==> src/rtl/regfile_pkg.sv <==
// rtl/regfile_pkg.sv - shared constants, types and helpers for the multi-port register file
package regfile_pkg;

  localparam int XLEN_DEFAULT  = 32;
  localparam int NREGS_DEFAULT = 32;

  typedef logic [XLEN_DEFAULT-1:0] xlen_t;

  // Register 0 is the hardwired-zero register when ZERO_REG is enabled
  localparam int ZERO_ADDR = 0;

  // Address width for a register count; at least one bit so a 1-entry file still has a port
  function automatic int addr_width(input int nregs);
    return (nregs > 1) ? $clog2(nregs) : 1;
  endfunction

endpackage

==> src/rtl/regfile_fwd_mux.sv <==
// rtl/regfile_fwd_mux.sv - per-read-port write forwarding and zero-register select
module regfile_fwd_mux
  import regfile_pkg::*;
#(
  parameter int XLEN     = XLEN_DEFAULT,
  parameter int AW       = 5,
  parameter int NWR      = 1,
  parameter int ZERO_REG = 1
) (
  input  logic [AW-1:0]       rd_addr,
  input  logic [XLEN-1:0]     stored,
  input  logic [NWR-1:0]      wr_en,
  input  logic [NWR*AW-1:0]   wr_addr,
  input  logic [NWR*XLEN-1:0] wr_data,
  output logic [XLEN-1:0]     fwd_data
);

  // Scan write ports in ascending order so the highest-numbered matching port wins
  always_comb begin
    fwd_data = stored;
    for (int j = 0; j < NWR; j++) begin
      if (wr_en[j] && (wr_addr[j*AW +: AW] == rd_addr)) begin
        fwd_data = wr_data[j*XLEN +: XLEN];
      end
    end
    if ((ZERO_REG != 0) && (rd_addr == AW'(ZERO_ADDR))) begin
      fwd_data = '0;
    end
  end

endmodule

==> src/rtl/regfile_mp.sv <==
// rtl/regfile_mp.sv - parametrised NRD-read/NWR-write register file, optional REGFILE_SCOREBOARD_EN busy tracking
module regfile_mp
  import regfile_pkg::*;
#(
  parameter int XLEN     = XLEN_DEFAULT,
  parameter int NREGS    = NREGS_DEFAULT,
  parameter int NRD      = 2,
  parameter int NWR      = 1,
  parameter int ZERO_REG = 1,
  localparam int AW      = addr_width(NREGS)
) (
  input  logic                clk,
  input  logic                rst_n,
`ifdef REGFILE_SCOREBOARD_EN
  input  logic                rsv_en,
  input  logic [AW-1:0]       rsv_addr,
  output logic [NRD-1:0]      rd_busy,
`endif
  input  logic [NRD-1:0]      rd_en,
  input  logic [NRD*AW-1:0]   rd_addr,
  output logic [NRD*XLEN-1:0] rd_data,
  input  logic [NWR-1:0]      wr_en,
  input  logic [NWR*AW-1:0]   wr_addr,
  input  logic [NWR*XLEN-1:0] wr_data
);

  logic [XLEN-1:0] regs [NREGS];

  // Storage: writes applied in port order so port 1 overrides port 0 on a collision
  always_ff @(posedge clk or negedge rst_n) begin
    if (!rst_n) begin
      for (int r = 0; r < NREGS; r++) begin
        regs[r] <= '0;
      end
    end else begin
      for (int j = 0; j < NWR; j++) begin
        if (wr_en[j] && !((ZERO_REG != 0) && (wr_addr[j*AW +: AW] == AW'(ZERO_ADDR)))) begin
          regs[wr_addr[j*AW +: AW]] <= wr_data[j*XLEN +: XLEN];
        end
      end
    end
  end

`ifdef REGFILE_SCOREBOARD_EN
  logic [NREGS-1:0] busy;
  logic [NREGS-1:0] busy_next;

  // Writes retire their destination; a same-cycle reservation re-marks it for the younger producer
  always_comb begin
    busy_next = busy;
    for (int j = 0; j < NWR; j++) begin
      if (wr_en[j]) begin
        busy_next[wr_addr[j*AW +: AW]] = 1'b0;
      end
    end
    if (rsv_en) begin
      busy_next[rsv_addr] = 1'b1;
    end
    if (ZERO_REG != 0) begin
      busy_next[ZERO_ADDR] = 1'b0;
    end
  end

  // Busy vector state
  always_ff @(posedge clk or negedge rst_n) begin
    if (!rst_n) begin
      busy <= '0;
    end else begin
      busy <= busy_next;
    end
  end
`endif

  for (genvar i = 0; i < NRD; i++) begin : g_rd
    logic [AW-1:0]   addr;
    logic [XLEN-1:0] next_data;
    logic [XLEN-1:0] data_q;

    assign addr = rd_addr[i*AW +: AW];

    regfile_fwd_mux #(
      .XLEN     (XLEN),
      .AW       (AW),
      .NWR      (NWR),
      .ZERO_REG (ZERO_REG)
    ) u_fwd (
      .rd_addr  (addr),
      .stored   (regs[addr]),
      .wr_en    (wr_en),
      .wr_addr  (wr_addr),
      .wr_data  (wr_data),
      .fwd_data (next_data)
    );

    // Registered read data; disabled ports keep their last value
    always_ff @(posedge clk or negedge rst_n) begin
      if (!rst_n) begin
        data_q <= '0;
      end else if (rd_en[i]) begin
        data_q <= next_data;
      end
    end

    assign rd_data[i*XLEN +: XLEN] = data_q;

`ifdef REGFILE_SCOREBOARD_EN
    logic busy_q;

    // Busy flag tracks the post-update state and follows the same hold rule as data
    always_ff @(posedge clk or negedge rst_n) begin
      if (!rst_n) begin
        busy_q <= 1'b0;
      end else if (rd_en[i]) begin
        busy_q <= busy_next[addr];
      end
    end

    assign rd_busy[i] = busy_q;
`endif
  end

endmodule

==> config.mk <==
export PLATFORM = sky130hd
export DESIGN_NAME = regfile_mp
export DESIGN_NICKNAME = d
export VERILOG_FILES = /design/src/rtl/regfile_pkg.sv /design/src/rtl/regfile_fwd_mux.sv /design/src/rtl/regfile_mp.sv
export SDC_FILE = /design/constraint.sdc
export NUM_CORES = 2
export LEC_CHECK = 0
export CORE_MARGIN = 2
export CORE_UTILIZATION = 45
export DETAILED_ROUTE_END_ITERATION = 8
export GPL_TIMING_DRIVEN = 1
export PLACE_DENSITY = 0.66
export SYNTH_ARGS = -nofsm -noshare
export SYNTH_HDL_FRONTEND = slang
export SYNTH_SLANG_ARGS = --single-unit
==> constraint.sdc <==
create_clock -name clk -period 2 [get_ports clk]
set_input_delay 0.5 -clock clk [delete_from_list [all_inputs] [get_ports clk]]
set_output_delay 0.5 -clock clk [all_outputs]
set_load 0.1 [all_outputs]
==> key figures <==
Route
  • Drt pass-1 iters: 6
  • DRT iter0 DRCs: slightly below 4000
  • Number of vias per cell: about 6.5
  • DRC violations left: 0
  • Final ANT Viol Nets: 0
  • Detailed Route WL: 184000 um
  • Wirelength per Cell: between 30 and 40 um
  • Via Count: ~39000

Pwr
  • Peak supply drop: approximately 0.79 mV
  • Comb pwr share: 0.232
  • Pwr dens: 986 mW/mm2
  • P_leak: 30.1 nW
  • Clock Power Share: 0.334
  • Switching Share: 0.290
  • Psw: about 20 mW
  • Pint: a little under 50 mW
  • Flop pwr share: 0.434

Worst setup path
  • CP required: about 2.6 ns
  • Worst r2r path cells: 4
  • CP Max Fanout: 10
  • FF-to-FF Start: regs[843]$_DFFE_PN0P_
  • Reg2reg setup slack: ~0.15 ns
  • Crit. End Element: register
  • Startpoint class of the critical path: input pin
  • Worst EP arrival: ~2.6 ns
  • Worst R2R End: g_rd[0].data_q[11]$_DFFE_PN0P_
  • Critical path class: input pin to register

Synth
  • Synth top area share: 0.480
  • Most common cell in the netlist: dfrtp_1
  • Synth Instances: 3895
  • Synthesized cell area: around 0.057 mm2
  • Synth top cells by count: 1088 x dfrtp_1, 984 x mux2_2, 384 x mux4_2
  • Yosys warns: 0
  • Synthesis-stage register bit count: roughly 1100
  • Count of different cell masters after synthesis: 33
  • Synth Flop Type: dfrtp_1
  • Synth Net Count: ~3900
  • Top cells by area, synth: dfrtp_1 48%, mux2_2 20%, mux4_2 15%
  • Synth Area per Inst: 14.6 um2
  • Register area share after synthesis: 0.480
  • Cell taking the most area after synthesis: dfrtp_1
  • EDFF count, synth: 0
  • Asr flop ratio synth: 1.00

Timing
  • Fin crit period: between 1.5 and 2 ns
  • Slew Limit Fails: 0
  • Final Hold Vio Count: 0
  • Tightest Pin Transition: between 0.8 and 0.9 ns
  • Max Fclk: approximately 500 MHz
  • Final setup viols: 0
  • Clock Skew: approximately 0.018 ns
  • Unrepaired setup endpoints after global routing: false
  • Setup TNS: 0 ns
  • Final period utilization: 0.996
  • Slew HR: 0.418

Layout
  • Non-filler cells, final: between 5000 and 6000
  • Synth-to-Final Area Change: 21.9%
  • Layout cells sized above 1: 0.525
  • Final nets: around 4200

Clock network
  • TritonCTS clock tree: built
  • Root buffer cell: clkbuf_16
  • Total CTS buffers: around 120
  • # H-tree levels: 3
  • Clock sinks: between 1000 and 1500
  • Worst skew pair latency: between 0.7 and 0.8 ns
  • CTS Buffer Depth: 3
  • CTS clock-pin slew for the worst setup and hold paths: around 0.060 ns

Place
  • Placed Cells: ~5700
  • Final GP Congestion: between 0.8 and 0.9
  • Port buffer count: between 100 and 150
  • DP HPWL: about 120000 um

Floorplanning
  • Initial core utilization: 0.452
  • Core area: around 0.13 mm2
  • I/O pin count: around 120
  • Horiz. Die Dim: 359 um
  • Die Footprint: approximately 0.13 mm2
  • Site row count: 130
  • Die Ht: ~360 um

Job
  • Max Cap Viol: 0

GRT
  • Initial antenna violation count: 3
  • Total grt overflow: 0
  • First-pass GRT wire length: around 270000 um
  • GRT Overall Usage: 0.284
  • Largest net degree at the start of global routing: 76
  • Number of global-route vias before repair: between 30000 and 40000

Min path
  • Worst Hold Class: input pin to async pin

Status
  • Status: complete, no violations
## flip-flops by register name, indices dropped and copies added, names as in the netlist
name and flops:
g_rd.data_q 64, regs 1024
## power by group through the flow
stage                     clock network (mW)  logic [mW]  registers [mW]
after floorplan                            0        9.48            30.2
after global placement                     0        15.4            29.5
after detailed placement                   0        15.7            29.8
after CTS                               23.0        15.8            29.4
after global routing                    24.0        16.7            30.0
final                                   22.8        15.8            29.6
## layout by cell type (no fill, tap or decap), types with 10 or more instances in the layout
master / Yosys / routed
clkdlybuf4s50_1: 0 / 34
nand2_2: 0 / 17
a21oi_1: 128 / 95
clkbuf_8: 0 / 32
bufinv_16: 0 / 10
a221oi_1: 128 / 128
mux2_2: 984 / 984
buf_12: 0 / 243
a22oi_1: 192 / 161
a2111o_1: 64 / 64
dfrtp_1: 1088 / 1084
o21ai_0: 66 / 48
buf_4: 35 / 288
mux4_2: 384 / 384
nor2b_1: 68 / 64
a21oi_2: 0 / 33
nor2_4: 0 / 20
mux2i_1: 256 / 256
clkinv_2: 0 / 22
clkbuf_16: 0 / 121
a22oi_2: 0 / 31
clkbuf_1: 276 / 27
o21ai_1: 0 / 18
## layout make-up
cell class | count | area [um2]
Antenna cell | 2 | 5.00
Clock buffer | 180 | 3570
Clock inverter | 39 | 482
Fill cell | 9961 | 56300
Inverter | 4 | 15.0
Multi-Input combinational cell | 2358 | 28100
Sequential cell | 1088 | 27200
Tap cell | 1650 | 2060
Timing Repair Buffer | 588 | 7640
## metrics by stage
step / hold slack (ns) / util / worst slack (ns) / power [mW] / instance area, um2
CTS: 0.247 / 0.551 / 0.00693 / 68.3 / 69100
floorplan: 0.204 / - / -0.157 / 39.7 / 57700
finish: 0.276 / 0.551 / 0.00727 / 68.2 / 69100
detailed placement: 0.384 / 0.517 / -0.799 / 45.5 / 64800
global route: 0.298 / 0.551 / 0.00224 / 70.8 / 69100
global placement: 0.378 / 0.517 / -0.792 / 44.9 / 64800
## worst max-delay path, cell delays in order
cell,delay (ns)
dlygate4sd2_1,0.29
or4_4,0.55
o21a_2,0.24
o211ai_4,0.09
buf_12,0.15
buf_12,0.12
buf_12,0.16
a21oi_1,0.06
a2111o_1,0.39
## routing by layer
metal / part of all wire / wire length, um / vias to the layer above / GRT usage
li1: - / - / 15700 / -
met1: 0.42 / 77500 / 20800 / 0.398
met2: 0.46 / 85100 / 1756 / 0.442
met3: 0.082 / 15100 / 371 / 0.0594
met4: 0.035 / 6430 / 0 / 0.0999
met5: 0 / 0 / - / 0
## worst max path at each step
stage,start,endpoint,cells after the start
2_1_floorplan,rd_addr[7],g_rd[1].data_q[16]$_DFFE_PN0P_,7
3_3_place_gp,rd_addr[8],g_rd[1].data_q[6]$_DFFE_PN0P_,7
3_5_place_dp,rd_addr[3],g_rd[0].data_q[8]$_DFFE_PN0P_,7
4_1_cts,g_rd[0].data_q[20]$_DFFE_PN0P_,rd_data[20],1
5_1_grt,wr_addr[1],g_rd[0].data_q[11]$_DFFE_PN0P_,10
6_report,rd_addr[8],g_rd[1].data_q[20]$_DFFE_PN0P_,9
## logic make-up after synthesis
kind of cell / count (synthesis) / synth area share
mux: 1632 / 0.395
flops: 1088 / 0.480
compound gates: 584 / 0.0762
buf+inv: 449 / 0.0346
simple gates: 132 / 0.0130
xor+xnor: 10 / 0.00154
## timing repair
action	CTS	global route
pin swaps	2	2
buffers inserted	9	1
hold buffers	1	0
gates resized for setup	12	13
endpoints found under the setup margin	57	104
hold endpoints to repair	51	0
cloned	2	0
(Power assumes the default switching activity.)
